==> config.mk <==
export PLATFORM = sky130hd
export DESIGN_NAME = mem1
export DESIGN_NICKNAME = d
export VERILOG_FILES = /design/src/rtl/mem1_pkg.sv /design/src/rtl/mem1_align.sv /design/src/rtl/mem1.sv
export SDC_FILE = /design/constraint.sdc
export NUM_CORES = 1
export LEC_CHECK = 0
export ABC_AREA = 0
export ABC_CLOCK_PERIOD_IN_PS = 5150
export CORE_AREA = 2 2 121 123
export DETAILED_ROUTE_END_ITERATION = 12
export DIE_AREA = 0 0 123 125
export MAX_ROUTING_LAYER = met4
export PLACE_DENSITY_LB_ADDON = 0.08
export SYNTH_ARGS = -nofsm -noshare
export SYNTH_HDL_FRONTEND = slang
export SYNTH_SLANG_ARGS = --single-unit
==> constraint.sdc <==
create_clock -name clk -period 5.15 [get_ports clk]
set_input_delay 0.7725 -clock clk [delete_from_list [all_inputs] [get_ports clk]]
set_output_delay 0.7725 -clock clk [all_outputs]
set_load 0.005 [all_outputs]
==> src/rtl/mem1_pkg.sv <==
// Shared widths and FSM state encoding for the mem1 memory-access stage.
// Imported by mem1 and its alignment helper.
package mem1_pkg;

  localparam int REG_SIZE  = 32;
  localparam int ADDR_SIZE = 32;
  localparam int REG_ADDR  = 5;
  localparam int MEM_BE_W  = 4;

  typedef enum logic [1:0] {
    MEM_IDLE = 2'd0,
    MEM_WAIT = 2'd1,
    MEM_DONE = 2'd2
  } memState_e;

endpackage

==> src/rtl/mem1_align.sv <==
// Combinational lane logic for mem1: byte enables, lane-replicated store data
// and sign-extended load data, all little-endian.
module mem_align
  import mem1_pkg::*;
(
  input  logic [1:0]          addrLsb_i,
  input  logic                byteOp_i,
  input  logic [REG_SIZE-1:0] storeData_i,
  input  logic [REG_SIZE-1:0] readData_i,
  output logic [MEM_BE_W-1:0] byteEn_o,
  output logic [REG_SIZE-1:0] storeData_o,
  output logic [REG_SIZE-1:0] loadData_o
);

  logic [7:0] laneByte;

  always_comb begin
    laneByte = readData_i[7:0];
    case (addrLsb_i)
      2'd1:    laneByte = readData_i[15:8];
      2'd2:    laneByte = readData_i[23:16];
      2'd3:    laneByte = readData_i[31:24];
      default: laneByte = readData_i[7:0];
    endcase
  end

  always_comb begin
    byteEn_o    = '1;
    storeData_o = storeData_i;
    loadData_o  = readData_i;
    if (byteOp_i) begin
      byteEn_o    = MEM_BE_W'(1) << addrLsb_i;
      storeData_o = {4{storeData_i[7:0]}};
      loadData_o  = {{24{laneByte[7]}}, laneByte};
    end
  end

endmodule

==> src/rtl/mem1.sv <==
// Memory-access pipeline stage: issues loads/stores on a req/ack data-memory
// port, stalls upstream while an access is in flight, and registers writeback.
module mem1
  import mem1_pkg::*;
(
  input  logic                 clk,
  input  logic                 reset,
  input  logic                 regwrite_in,
  input  logic                 memread,
  input  logic                 memwrite,
  input  logic                 byte_op,
  input  logic [REG_SIZE-1:0]  alu_result,
  input  logic [REG_SIZE-1:0]  data_store,
  input  logic [REG_ADDR-1:0]  wreg_in,
  output logic                 dmem_req,
  output logic                 dmem_we,
  output logic [ADDR_SIZE-1:0] dmem_addr,
  output logic [REG_SIZE-1:0]  dmem_wdata,
  output logic [MEM_BE_W-1:0]  dmem_be,
  input  logic                 dmem_ack,
  input  logic [REG_SIZE-1:0]  dmem_rdata,
  output logic                 stall,
  output logic                 regwrite_out,
  output logic [REG_SIZE-1:0]  wb_data,
  output logic [REG_ADDR-1:0]  dst_reg,
  output logic                 mem_fault
);

  memState_e state_q, state_d;

  logic                 dmemReq_q, dmemWe_q;
  logic [ADDR_SIZE-1:0] dmemAddr_q;
  logic [REG_SIZE-1:0]  dmemWdata_q;
  logic [MEM_BE_W-1:0]  dmemBe_q;
  logic [REG_SIZE-1:0]  loadData_q;
  logic                 regwrite_q, fault_q;
  logic [REG_SIZE-1:0]  wbData_q;
  logic [REG_ADDR-1:0]  dstReg_q;

  logic faultC, access, issue, capture, stallC;
  logic [MEM_BE_W-1:0] alignBe;
  logic [REG_SIZE-1:0] alignStore, alignLoad;

  // Double-op and misaligned word accesses fault instead of touching memory.
  assign faultC = (memread & memwrite) |
                  (~byte_op & (memread | memwrite) & (alu_result[1:0] != 2'b00));
  assign access = (memread | memwrite) & ~faultC;

  mem_align u_align (
    .addrLsb_i   (alu_result[1:0]),
    .byteOp_i    (byte_op),
    .storeData_i (data_store),
    .readData_i  (loadData_q),
    .byteEn_o    (alignBe),
    .storeData_o (alignStore),
    .loadData_o  (alignLoad)
  );

  always_ff @(posedge clk or posedge reset) begin
    if (reset) state_q <= MEM_IDLE;
    else       state_q <= state_d;
  end

  always_comb begin
    state_d = state_q;
    case (state_q)
      MEM_IDLE: if (access)   state_d = MEM_WAIT;
      MEM_WAIT: if (dmem_ack) state_d = MEM_DONE;
      MEM_DONE: state_d = MEM_IDLE;
      default:  state_d = MEM_IDLE;
    endcase
  end

  always_comb begin
    issue   = (state_q == MEM_IDLE) & access;
    capture = (state_q == MEM_WAIT) & dmem_ack;
    stallC  = issue | (state_q == MEM_WAIT);
  end

  always_ff @(posedge clk or posedge reset) begin
    if (reset) begin
      dmemReq_q   <= 1'b0;
      dmemWe_q    <= 1'b0;
      dmemAddr_q  <= '0;
      dmemWdata_q <= '0;
      dmemBe_q    <= '0;
      loadData_q  <= '0;
    end else begin
      if (issue) begin
        dmemReq_q   <= 1'b1;
        dmemWe_q    <= memwrite;
        dmemAddr_q  <= {alu_result[ADDR_SIZE-1:2], 2'b00};
        dmemWdata_q <= alignStore;
        dmemBe_q    <= alignBe;
      end else if (capture) begin
        dmemReq_q <= 1'b0;
      end
      if (capture && memread) loadData_q <= dmem_rdata;
    end
  end

  // A stalled edge emits a bubble; DONE releases the stall so the load lands here.
  always_ff @(posedge clk or posedge reset) begin
    if (reset) begin
      regwrite_q <= 1'b0;
      fault_q    <= 1'b0;
      wbData_q   <= '0;
      dstReg_q   <= '0;
    end else if (stallC) begin
      regwrite_q <= 1'b0;
      fault_q    <= 1'b0;
    end else begin
      regwrite_q <= regwrite_in & ~faultC;
      fault_q    <= faultC;
      wbData_q   <= memread ? alignLoad : alu_result;
      dstReg_q   <= wreg_in;
    end
  end

  assign dmem_req     = dmemReq_q;
  assign dmem_we      = dmemWe_q;
  assign dmem_addr    = dmemAddr_q;
  assign dmem_wdata   = dmemWdata_q;
  assign dmem_be      = dmemBe_q;
  assign stall        = stallC;
  assign regwrite_out = regwrite_q;
  assign wb_data      = wbData_q;
  assign dst_reg      = dstReg_q;
  assign mem_fault    = fault_q;

endmodule

==> impl_metrics.json <==
{
  "outcome": "finished clean",
  "finClkSkew_ps": 8.69,
  "ys_ff_latch": 141,
  "max-vdd-ir-drop_mv": 0.272,
  "rr_endpoint": "wb_data[21]$_DFFE_PP0N_",
  "crit_chain": "clkdlybuf4s50_1 > nor2_1 > o221ai_4 > inv_1 > clkdlybuf4s50_1",
  "setup_viol": 0,
  "first_pass_iters": 4,
  "worst_ep_arrival_time_ps": 2750,
  "routed_wl_mm": 16.4,
  "cts_buffer_depth": 2,
  "synth_edf_count": 0,
  "clkSinkCount": 141,
  "cp-end-kind": "primary output",
  "regArea_um2": 3530,
  "synth_top_flop_cell": "dfrtp_1",
  "leakage_nw": 3.89,
  "track_usage_pct": 22.6,
  "startpoint_type": "input pin",
  "cp.required_ps": 4380,
  "critPathSlowestCell": "clkdlybuf4s50_1",
  "gr-total-overflow": 0,
  "tritoncts": "built",
  "area_growth_pct": 47.8,
  "die_h_um": 125,
  "drtIter0Drc": 298,
  "drv_slew": 0,
  "worst_pin_slew_ps": 1130,
  "fin_crit_sh_pct": 68.3,
  "ctsRootBufferMaster": "clkbuf_16",
  "clock.fmax_mhz": 284,
  "crit_path_start": "alu_result[0]",
  "slew_headroom_pct": 24.8,
  "syn_area_um2": 6160,
  "ctsHoldBuffers": 0,
  "io_pins": 218,
  "layout_min_cycle_time_ps": 3520,
  "timing.rr.start": "state_q[0]$_DFFE_PP0P_",
  "grt_pass1_vias": 4833,
  "antenna_left": 0,
  "min_path_type": "reg2reg",
  "cts_resized": 0,
  "start_util_pct": 43.4,
  "hold_path_startpoint": "dmem_wdata[28]$_DFFE_PP0P_",
  "clk-insertion-delay-late_ps": 420,
  "wl_per_cell_um": 17.9,
  "yosysSeqAreaShare_pct": 57.2,
  "rsz0062_at_grt": "false",
  "reg2regPathDepth": 4,
  "antenna_found_initial": 0,
  "clkSlewWorstSetupHoldPaths_ps": 60,
  "syn_area_per_cell_um2": 11.9,
  "worstSetupPathType": "in2out",
  "ctsHtreeMaxLevel": 4,
  "dp_hpwl_mm": 11.3,
  "fin_tns_setup_ps": 0,
  "cts_setup_buffers": 0,
  "path_common_cell": "clkdlybuf4s50_1",
  "fin_hold_ws_ps": 479,
  "die_x_um": 123,
  "num_vias": 4723,
  "critical-path-max-stage-delay_ps": 890,
  "critPathMaxFanout": 15,
  "grt_pass1_wl_mm": 25.8,
  "drc_errors": 0,
  "place_congestion": 0.738,
  "drive_above_1_share_pct": 16.6,
  "core-area_um2": 14200,
  "final_cells": 915,
  "whs_path_depth": 2,
  "async_reset_ff_share_pct": 100,
  "multi_input_area_um2": 2440,
  "hold_viol": 0,
  "whs_endpoint": "dmem_wdata[28]$_DFFE_PP0P_",
  "maxCapViolations": 0,
  "antenna_cells": 0,
  "grt_max_degree": 109,
  "synth_cells": 518,
  "fillerInstances": 1126,
  "dieArea_um2": 15400,
  "yosysWarnings": 0,
  "reg2reg_setup_slack_ps": 2680,
  "port_buffers": 215,
  "ys_types": 35,
  "cts_buffers": 17,
  "power_density_nw_per_um2": 497,
  "placed_area_um2": 8410,
  "via_per_inst": 5.16,
  "nNetsFinal": 826,
  "dp_cells": 883,
  "stdcell_area_um2": 9110,
  "placementRows": 44
}
synthesized netlist by cell type (2+ instances only):
cell type	count	area [µm²]
a31oi_1	6	37.5
nand2_1	32	120
mux2_2	78	878
buf_2	11	55.1
dfrtp_1	141	3530
a32oi_1	5	43.8
nor2b_1	2	12.5
a21oi_1	4	20.0
o211ai_1	5	37.5
inv_1	11	41.3
and3_1	2	12.5
o21ai_0	30	150
buf_4	4	30.0
nand2b_1	31	194
a221oi_1	25	219
clkbuf_1	21	78.8
mux2i_1	32	320
buf_1	3	11.3
nor2_1	59	221
logic make-up (layout without fill, tap and decap cells):
logic type	after synthesis	count (layout)	synth area share, %
flops	141	141	57.2
xor+xnor	1	1	0.264
compound gates	83	83	9.54
other cells	1	2	0.0608
mux	110	110	19.4
buf+inv	50	262	3.51
simple gates	132	132	9.93
worst max-delay path by stage:
stage	cells after the start	end	slack, ps
after floorplan	1	dmem_addr[10]$_DFFE_PP0P_	600
after global placement	4	dmem_addr[24]$_DFFE_PP0P_	1610
after detailed placement	4	dmem_addr[23]$_DFFE_PP0P_	1530
after CTS	5	stall	1620
after global routing	5	stall	1450
final	5	stall	1630
layout by cell type, fill, tap and decap left out, types with 2 or more instances in the layout:
cell / count
clkdlybuf4s50_1: 213
dfrtp_1: 141
mux2_2: 78
nor2_1: 59
mux2i_1: 32
nand2_1: 31
nand2b_1: 31
o21ai_0: 30
a221oi_1: 25
clkbuf_16: 17
inv_1: 10
bufinv_16: 7
a31oi_1: 6
a32oi_1: 5
o211ai_1: 5
a21oi_1: 4
clkinv_2: 4
buf_4: 4
nor2b_1: 2
and3_1: 2
conb_1: 2
clkbuf_8: 2
buf_2: 2
through the flow:
stage               setup slack [ps]  total power, W  util (%)
floorplan                        596         0.00229         -
global placement                1610         0.00307      59.2
detailed placement              1530         0.00312      59.2
CTS                             1620         0.00457      64.1
global route                    1450         0.00477      64.1
finish                          1630         0.00452      64.1
layer usage:
layer  vias up  routed length, µm  GRT usage, %
li1       2216                  -             -
met1      2310               7040          28.6
met2       171               7910          35.4
met3        26               1110          5.89
met4         0                314          7.42
met5         -                  0             -
power by group:
part           total [W]  leakage, nW  internal, W  switching, W
sequential       0.00175         1.68      0.00150      0.000250
clock            0.00144        0.344     0.000980      0.000458
combinational    0.00133         1.86     0.000855      0.000480
total            0.00452         3.89      0.00334       0.00119
worst max-delay path: cells and delay by family:
family	cells	cell delay (ps)
compound gates	1	390
buf+inv	3	1410
simple gates	1	170
area by class of cell:
| cell class | count | share of cell area (%) |
|---|---|---|
| sequential | 141 | 38.7 |
| multi-input combinational | 328 | 26.8 |
| timing repair buffer | 219 | 23.8 |
| clock buffer | 20 | 5.01 |
| clock inverter | 12 | 2.62 |
| tap | 184 | 2.53 |
| inverter | 11 | 0.508 |
Power figures use the tool's default switching activity.
==> edit (config.mk and constraints unchanged) <==
Re-encode `memState_e` (3 states) as one-hot, 3 bits wide.
--- a/src/rtl/mem1_pkg.sv
+++ b/src/rtl/mem1_pkg.sv
@@ -9,6 +9,6 @@
 
-  typedef enum logic [1:0] {
-    MEM_IDLE = 2'd0,
-    MEM_WAIT = 2'd1,
-    MEM_DONE = 2'd2
+  typedef enum logic [2:0] {
+    MEM_IDLE = 3'b001,
+    MEM_WAIT = 3'b010,
+    MEM_DONE = 3'b100
   } memState_e;
Function: no difference found for any inputs over 10 cycles, from zero or initial values and one cycle with reset high; not proved beyond that.
==> edit against the unedited design <==
- sequential share of layout area rose by 0.11 points
- total power up 5.6%
- critical path type unchanged
- routed wire length rose by 2.2%
- worst setup slack worse by 0.60 ns
- die area unchanged
- sequential cell count up 1
- clock power is 13% lower
- synthesized area grew 3.1%
- fmax shrank 15%
- synthesized cell count is 1.2% higher
- final area rose by 0.47%
==> edit: results (changes against the unedited design) <==
clock_skew_ns: 0.007897  # -0.0007913 ns
final_nets: 834  # +0.97%
synth_top_cell_area_share: 0.5552  # -0.01725
worstReg2RegEnd: "dmem_addr[14]"
synth_top_cells_by_area: "dfrtp_1 56%, mux2_4 9.2%, mux2_2 6.0%, mux2i_1 4.6%, o21ai_0 4.4%"
dp.final_hpwl_mm: 11.51  # +2.0%
drtIter0Drc: 358  # +20%
cpPeakStageDelay_ns: 0.73  # -0.16 ns
holdPathEnd: "dst_reg[2]"
internal-power_mw: 3.460  # +3.7%
grt_pass1_wl_mm: 26.24  # +1.7%
irDropWorstVdd_mv: 0.2507  # -7.7%
yosysSeqAreaShare: 0.5594  # -0.01311
track_usage: 0.2313  # +0.005561
r2r-start: "state_q[0]"
drive_above_1_share: 0.1813  # +0.01580
routedWlPerCell_um: 18.13  # +1.3%
worstHoldStart: "dst_reg[2]"
grt_start_max_net_pins: 113  # +3.7%
whs_ns: 0.4732  # -0.005973 ns
p_clk_frac: 0.264  # -0.054
crit_fanout: 36  # +21
wl_met2_mm: 7.930  # +0.29%
fillers: 1125  # -0.089%
power_leakage_nw: 4.082  # +5.0%
synthTopCellsByCount: "141 x dfrtp_1, 69 x nand2_1, 56 x o21ai_0, 39 x mux2_4, 34 x mux2_2"
vias_per_cell: 5.139  # -0.45%
r2r_slack_ns: 2.87  # +0.19 ns
place.gp.congestion: 0.8107  # +9.8%
status: "finished clean"
## edit: metal layers
metal / vias up / GRT usage
met2: 169 / 0.3445
met3: 18 / 0.07071
met5: - / -
met4: 0 / 0.07420
met1: 2329 / 0.3028
li1: 2227 / -
## edit: how the worst max path moves through the flow
stage / endpoint / slack [ns] / depth (start not counted)
finish: stall / 1.03 / 5
global route: stall / 0.85 / 5
CTS: stall / 1.03 / 5
detailed placement: stall / 1.04 / 5
global placement: stall / 1.09 / 5
floorplan: dmem_addr[10] / 0.57 / 1
## edit: cells by family after synthesis
kind of cell             Yosys count  synth area share
other                              1         0.0005901
AND/OR/NAND/NOR                   96           0.06694
multiplexers                     103            0.2016
adder cells (fa/ha/maj)            1          0.001575
XOR/XNOR                           1          0.001378
buffers and inverters             49           0.04371
AO/OA/AOI/OAI                    131            0.1248
flip-flops                       142            0.5594
## edit: final cells by class
type | count | area [um^2] | share of cell area
clock inverters | 6 | 105.1 | 0.01148
clock buffers | 26 | 499.2 | 0.05455
repair buffers | 221 | 2187 | 0.2390
well taps | 184 | 230.2 | 0.02515
multi-input cells | 334 | 2534 | 0.2768
inverters | 10 | 42.54 | 0.004648
flip-flops and latches | 142 | 3555 | 0.3884
## edit: metrics by stage
| step | power [mW] | instance area, um^2 | util | instances | setup slack, ns |
|---|---|---|---|---|---|
| 5_1_grt | 5.047 | 9153 | 0.6444 | 923 | 0.8523 |
| 6_report | 4.779 | 9153 | 0.6444 | 923 | 1.031 |
| 3_5_place_dp | 3.536 | 8548 | 0.6018 | 891 | 1.036 |
| 4_1_cts | 4.824 | 9153 | 0.6444 | 923 | 1.034 |
| 3_3_place_gp | 3.492 | 8548 | 0.6018 | 891 | 1.092 |
| 2_1_floorplan | 2.547 | 6359 | - | 525 | 0.5696 |
